File: src/rtl/if_fetch_if.sv
// Instruction-memory bus between the fetch stage (master) and memory (slave).
// The fetch stage issues requests; memory returns responses in request order.
`timescale 1ns/1ps
interface if_fetch_if;
  logic        imem_req;
  logic [31:0] imem_addr;
  logic        imem_ready;
  logic        imem_rvalid;
  logic [31:0] imem_rdata;

  modport master (
    output imem_req, imem_addr,
    input  imem_ready, imem_rvalid, imem_rdata
  );

  modport slave (
    input  imem_req, imem_addr,
    output imem_ready, imem_rvalid, imem_rdata
  );
endinterface

File: src/rtl/if_fetch.sv
// Instruction fetch stage: credit-limited requests, a 2-entry {pc, instruction} buffer,
// and discard of stale responses after a branch/jump redirect.
`timescale 1ns/1ps
module if_fetch #(
  parameter logic [31:0] RESET_PC = 32'h0000_0000
) (
  input  logic        clk,
  input  logic        rst,
  input  logic        nop_lock_id,
  input  logic        pc_bj,
  input  logic [31:0] bj_target,
  if_fetch_if.master  imem,
  output logic [31:0] instruction_if,
  output logic [31:0] pc_if,
  output logic        valid_if
);

  logic [31:0] r_fetch_pc;
  logic [1:0]  r_outstanding;
  logic [1:0]  r_drop;
  logic [1:0]  r_count;
  logic        r_rd_ptr;
  logic        r_wr_ptr;
  logic [31:0] r_pc_last;
  logic [31:0] r_fifo_pc  [2];
  logic [31:0] r_fifo_ins [2];

  logic [2:0]  w_used;
  logic        w_credit;
  logic        w_accept;
  logic        w_rsp;
  logic        w_push;
  logic        w_pop;
  logic [31:0] w_rsp_pc;

  // Both in-flight requests and buffered words hold a credit.
  assign w_used   = {1'b0, r_outstanding} + {1'b0, r_count};
  assign w_credit = (w_used < 3'd2);

  assign imem.imem_req  = ~rst & w_credit & ~pc_bj;
  assign imem.imem_addr = r_fetch_pc;

  assign w_accept = imem.imem_req & imem.imem_ready;
  // A response with nothing in flight is a protocol error and is ignored.
  assign w_rsp    = imem.imem_rvalid & (r_outstanding != 2'd0);
  assign w_push   = w_rsp & (r_drop == 2'd0) & ~pc_bj;

  assign valid_if = (r_count != 2'd0);
  assign w_pop    = valid_if & ~nop_lock_id & ~pc_bj;

  // Once drop is 0 every in-flight request is live and they are the consecutive
  // words just below fetch_pc, so the oldest one sits outstanding*4 bytes back.
  assign w_rsp_pc = r_fetch_pc - {28'd0, r_outstanding, 2'b00};

  assign instruction_if = valid_if ? r_fifo_ins[r_rd_ptr] : 32'h0000_0000;
  assign pc_if          = valid_if ? r_fifo_pc[r_rd_ptr]  : r_pc_last;

  // NOTE: sequential state uses non-blocking assignments so every register
  // samples pre-edge values regardless of statement order.
  always_ff @(posedge clk or posedge rst) begin
    if (rst) begin
      r_fetch_pc    <= RESET_PC;
      r_outstanding <= 2'd0;
      r_drop        <= 2'd0;
      r_count       <= 2'd0;
      r_rd_ptr      <= 1'b0;
      r_wr_ptr      <= 1'b0;
      r_pc_last     <= 32'h0000_0000;
    end else begin
      if (valid_if) r_pc_last <= r_fifo_pc[r_rd_ptr];

      case ({w_accept, w_rsp})
        2'b10:   r_outstanding <= r_outstanding + 2'd1;
        2'b01:   r_outstanding <= r_outstanding - 2'd1;
        default: ;
      endcase

      if (pc_bj) begin
        // Everything still in flight after this edge is stale.
        r_fetch_pc <= bj_target;
        r_drop     <= r_outstanding - {1'b0, w_rsp};
        r_count    <= 2'd0;
        r_rd_ptr   <= 1'b0;
        r_wr_ptr   <= 1'b0;
      end else begin
        if (w_accept)                   r_fetch_pc <= r_fetch_pc + 32'd4;
        if (w_rsp && (r_drop != 2'd0))  r_drop     <= r_drop - 2'd1;
        if (w_push)                     r_wr_ptr   <= ~r_wr_ptr;
        if (w_pop)                      r_rd_ptr   <= ~r_rd_ptr;
        case ({w_push, w_pop})
          2'b10:   r_count <= r_count + 2'd1;
          2'b01:   r_count <= r_count - 2'd1;
          default: ;
        endcase
      end
    end
  end

  // NOTE: buffer storage is not reset; r_count alone qualifies its contents.
  always_ff @(posedge clk) begin
    if (w_push) begin
      r_fifo_pc[r_wr_ptr]  <= w_rsp_pc;
      r_fifo_ins[r_wr_ptr] <= imem.imem_rdata;
    end
  end

endmodule

File: src/flat_wrapper.sv
// flat-port wrapper written by rule: the top's interface ports become plain ports
module if_fetch_flat 
#(
  parameter logic [31:0] RESET_PC = 32'h0000_0000
)
  (clk, rst, nop_lock_id, pc_bj, bj_target, instruction_if, pc_if, valid_if, imem_imem_req, imem_imem_addr, imem_imem_ready, imem_imem_rvalid, imem_imem_rdata);
  if_fetch_if imem_i ();
  input  logic clk;
  input  logic rst;
  input  logic nop_lock_id;
  input  logic pc_bj;
  input  logic [31:0] bj_target;
  output logic [31:0] instruction_if;
  output logic [31:0] pc_if;
  output logic valid_if;
  output wire logic [$bits(imem_i.imem_req)-1:0] imem_imem_req;
  output wire logic [$bits(imem_i.imem_addr)-1:0] imem_imem_addr;
  input wire logic [$bits(imem_i.imem_ready)-1:0] imem_imem_ready;
  input wire logic [$bits(imem_i.imem_rvalid)-1:0] imem_imem_rvalid;
  input wire logic [$bits(imem_i.imem_rdata)-1:0] imem_imem_rdata;
  assign imem_imem_req = imem_i.imem_req;
  assign imem_imem_addr = imem_i.imem_addr;
  assign imem_i.imem_ready = imem_imem_ready;
  assign imem_i.imem_rvalid = imem_imem_rvalid;
  assign imem_i.imem_rdata = imem_imem_rdata;
  if_fetch #(.RESET_PC(RESET_PC)) u_core (.clk(clk), .rst(rst), .nop_lock_id(nop_lock_id), .pc_bj(pc_bj), .bj_target(bj_target), .imem(imem_i), .instruction_if(instruction_if), .pc_if(pc_if), .valid_if(valid_if));
endmodule
File: config.mk
export PLATFORM = sky130hd
export DESIGN_NAME = if_fetch_flat
export DESIGN_NICKNAME = d
export VERILOG_FILES = /design/src/rtl/if_fetch_if.sv /design/src/rtl/if_fetch.sv /design/src/flat_wrapper.sv
export SDC_FILE = /design/constraint.sdc
export NUM_CORES = 1
export LEC_CHECK = 0
export CORE_MARGIN = 3
export CORE_UTILIZATION = 45
export CTS_CLUSTER_SIZE = 12
export DETAILED_ROUTE_END_ITERATION = 10
export GPL_TIMING_DRIVEN = 0
export PLACE_DENSITY = 0.71
export SLEW_MARGIN = 20
export SYNTH_ARGS = -nofsm -noshare
export SYNTH_HDL_FRONTEND = slang
export SYNTH_SLANG_ARGS = --single-unit
File: constraint.sdc
create_clock -name clk -period 6.9 [get_ports clk]
set_input_delay 0.69 -clock clk [delete_from_list [all_inputs] [get_ports clk]]
set_output_delay 0.69 -clock clk [all_outputs]
set_load 0.05 [all_outputs]
==> impl_metrics.toml <==
[clocking]
clock_latency_ps = 440
cts_inserted_buffers = 17
ctsResizeCount = 0
cts_max_path_buffers = 2
cts_tree = "done"
clock-root-buffer = "clkbuf_16"
htreeDepth = 4
hold_buffers = 0
cts.sinks = 200
cts_setup_buffers = 0
clk_pin_slew_ps = 70

[floorplan]
boundaryPins = 168
die_y_um = 146
initial_core_util_pct = 46.5
num_rows = 50
fp.dieArea_um2 = 21300
core-area_um2 = 19000
fp.dieW_um = 146

[timing]
setup_slack_ps = 2760
worst_pin_slew_ps = 818
tns_ps = 0
fin_crit_ps = 4140
fin_crit_sh_pct = 60.1
fin_worst_skew_ps = 10.3
hold_viol_final = 0
max_freq_mhz = 241
rsz0062_at_grt = "no"
setup_violations = 0
maxSlewHeadroom_pct = 45.0
drv_slew = 0

[critical_path]
slowest_stage = "clkdlybuf4s50_1"
crit_family = "buffers and inverters"
path_cells = "clkbuf_1, clkbuf_1, buf_1, mux2i_1, o21ai_0, clkdlybuf4s50_1"
required_ps = 6210
slowest_delay_ps = 890
reg2reg_setup_slack_ps = 3480
worst_path_most_repeated_cell = "clkbuf_1"
path_class = "reg2out"
path_buf_inv = 4
start_kind = "flop"
cp_max_fo = 10
end_kind = "output port"
worstPathArrival_ps = 3450

[final_layout]
multi_input_area_um2 = 2940
fill_cells = 1563
drive_gt1_share_pct = 8.00
area_growth_pct = 31.7
diodes = 0
regArea_um2 = 5650
final_nets = 1003

[status]
status = "complete, no violations"

[logic_synthesis]
synthTopCellsByCount = "edfxtp_1 (128), nand2_1 (82), dfrtp_1 (72)"
synthDistinctLibCells = 53
synth_fp_nets = 800
synth_most_common_cell = "edfxtp_1"
async_reset_ff_share_pct = 36.0
synth_edf_count = 128
ys.flop_type = "edfxtp_1"
synth_cells = 722
synth-seq-area-share_pct = 63.9
synth-warning-count = 0
synth-seq-cells = 200
synth_top_area_share_pct = 43.5
synth.cell_area_um2 = 8830
ys_top_cells_by_area = "edfxtp_1 (44%), dfrtp_1 (20%), mux2i_1 (7.4%), nand2_1 (3.5%), o21ai_0 (3.2%)"
yosys.area.top_type = "edfxtp_1"
avgSynthCellArea_um2 = 12.2

[route]
firstDrtPassIters = 4
wl_per_cell_um = 17.6
wirelength_um = 21100
drc = 0
route.vias.total = 6328
via_per_inst = 5.28
ant_nets = 0
drtIter0Drc = 398

[power_and_ir_drop]
cellPowerDensity_nw_per_um2 = 339
ir_worst_vdd_mv = 0.205
p_leak_nw = 4.14

[run]
drv_cap = 0

[placement]
preCtsSetupSlack_ps = 3000
port_buffers = 167
place_hpwl_um = 15700
gp_congestion = 0.902

[global_route]
grt_pass1_wl_um = 33600
grt_pass1_vias = 6122
track_usage_pct = 19.9
globalRouteOverflowTotal = 0
grt_max_degree = 55
antenna_found_initial = 1

[worst_hold_path]
holdCritPathClass = "reg2reg"
-- final cells by class --
| type | instances | area share, % |
|---|---|---|
| Clock inverter | 15 | 1.54 |
| Sequential cell | 200 | 48.5 |
| Inverter | 15 | 0.505 |
| Multi-Input combinational cell | 456 | 25.3 |
| Timing Repair Buffer | 184 | 15.9 |
| Tap cell | 260 | 2.80 |
| Buffer | 51 | 1.85 |
| Clock buffer | 17 | 3.66 |
-- path summary, 6_finish.rpt --
check                                       endpoint  cells past startpoint            startpoint
max                                        pc_if[26]                      6       u_core.r_rd_ptr
min                             u_core.r_pc_last[31]                      2  u_core.r_pc_last[31]
max reg2reg                  u_core.r_outstanding[1]                     10     u_core.r_count[0]
min reg2reg                     u_core.r_pc_last[31]                      2  u_core.r_pc_last[31]
max in group asynchronous        u_core.r_pc_last[3]                      3                   rst
min in group asynchronous  u_core.imem.imem_addr[27]                      2                   rst
-- logic make-up after synthesis --
family,share of synthesized area [%]
AND/OR/NAND/NOR,14.3
flip-flops,63.9
AO/OA/AOI/OAI,6.56
multiplexers,7.62
buffers and inverters,3.07
XOR/XNOR,3.27
adder cells (fa/ha/maj),1.30
-- flip-flops by register name, summed over array words and instances (netlist names) --
signal                 cells
u_core.imem.imem_addr     32
u_core.r_count             2
u_core.r_drop              2
u_core.r_fifo_ins         64
u_core.r_fifo_pc          64
u_core.r_outstanding       2
u_core.r_pc_last          32
u_core.r_rd_ptr            1
u_core.r_wr_ptr            1
-- per-layer routing --
layer | routed length [µm] | track usage, %
met1 | 9230 | 27.3
met2 | 10200 | 32.7
met3 | 1410 | 4.03
met4 | 262 | 5.32
met5 | 13 | 0
-- power by group --
group	internal, W	total [W]	leakage [nW]	switching [W]
sequential	0.00146	0.00154	2.05	0.0000793
combinational	0.000454	0.00139	1.79	0.000932
clock	0.000550	0.00101	0.302	0.000464
total	0.00247	0.00394	4.14	0.00148
-- tightest hold or removal path, stage by stage (launching register included) --
cell	delay (ps)
dfrtp_1	320
nand2_1	40
o21ai_0	90
-- placed cells by master (no fill, tap or decap), types with 5 or more instances in the layout --
cell type and instances:
edfxtp_1 128, nand3_1 21, nand3b_1 7, clkbuf_1 36, clkdlybuf4s50_1 167, dfrtp_1 72, nor4_1 8, o311ai_0 6
nor3_1 11, buf_6 8, o211ai_1 11, nor2_1 57, and3_1 7, inv_1 14, buf_4 12, nor2b_1 5
inv_8 5, ha_1 6, nand2_1 82, a21oi_1 8, clkbuf_16 17, buf_1 7, mux2i_1 65, and2_1 5
o21ai_0 57, xnor2_1 18, nand4_1 13, xor2_1 15, or3_1 6
-- through the flow --
| stage | power (W) | hold WS (ps) | utilization [%] | instance area, µm² | std cells |
|---|---|---|---|---|---|
| 2_1_floorplan | 0.00246 | 461 | - | 8830 | 722 |
| 3_3_place_gp | 0.00293 | 475 | 57.0 | 10800 | 1149 |
| 3_5_place_dp | 0.00296 | 483 | 57.9 | 11000 | 1166 |
| 4_1_cts | 0.00397 | 502 | 61.1 | 11600 | 1198 |
| 5_1_grt | 0.00411 | 529 | 61.2 | 11600 | 1198 |
| 6_report | 0.00394 | 497 | 61.2 | 11600 | 1198 |
No activity file was read; power rests on OpenSTA's default activity.
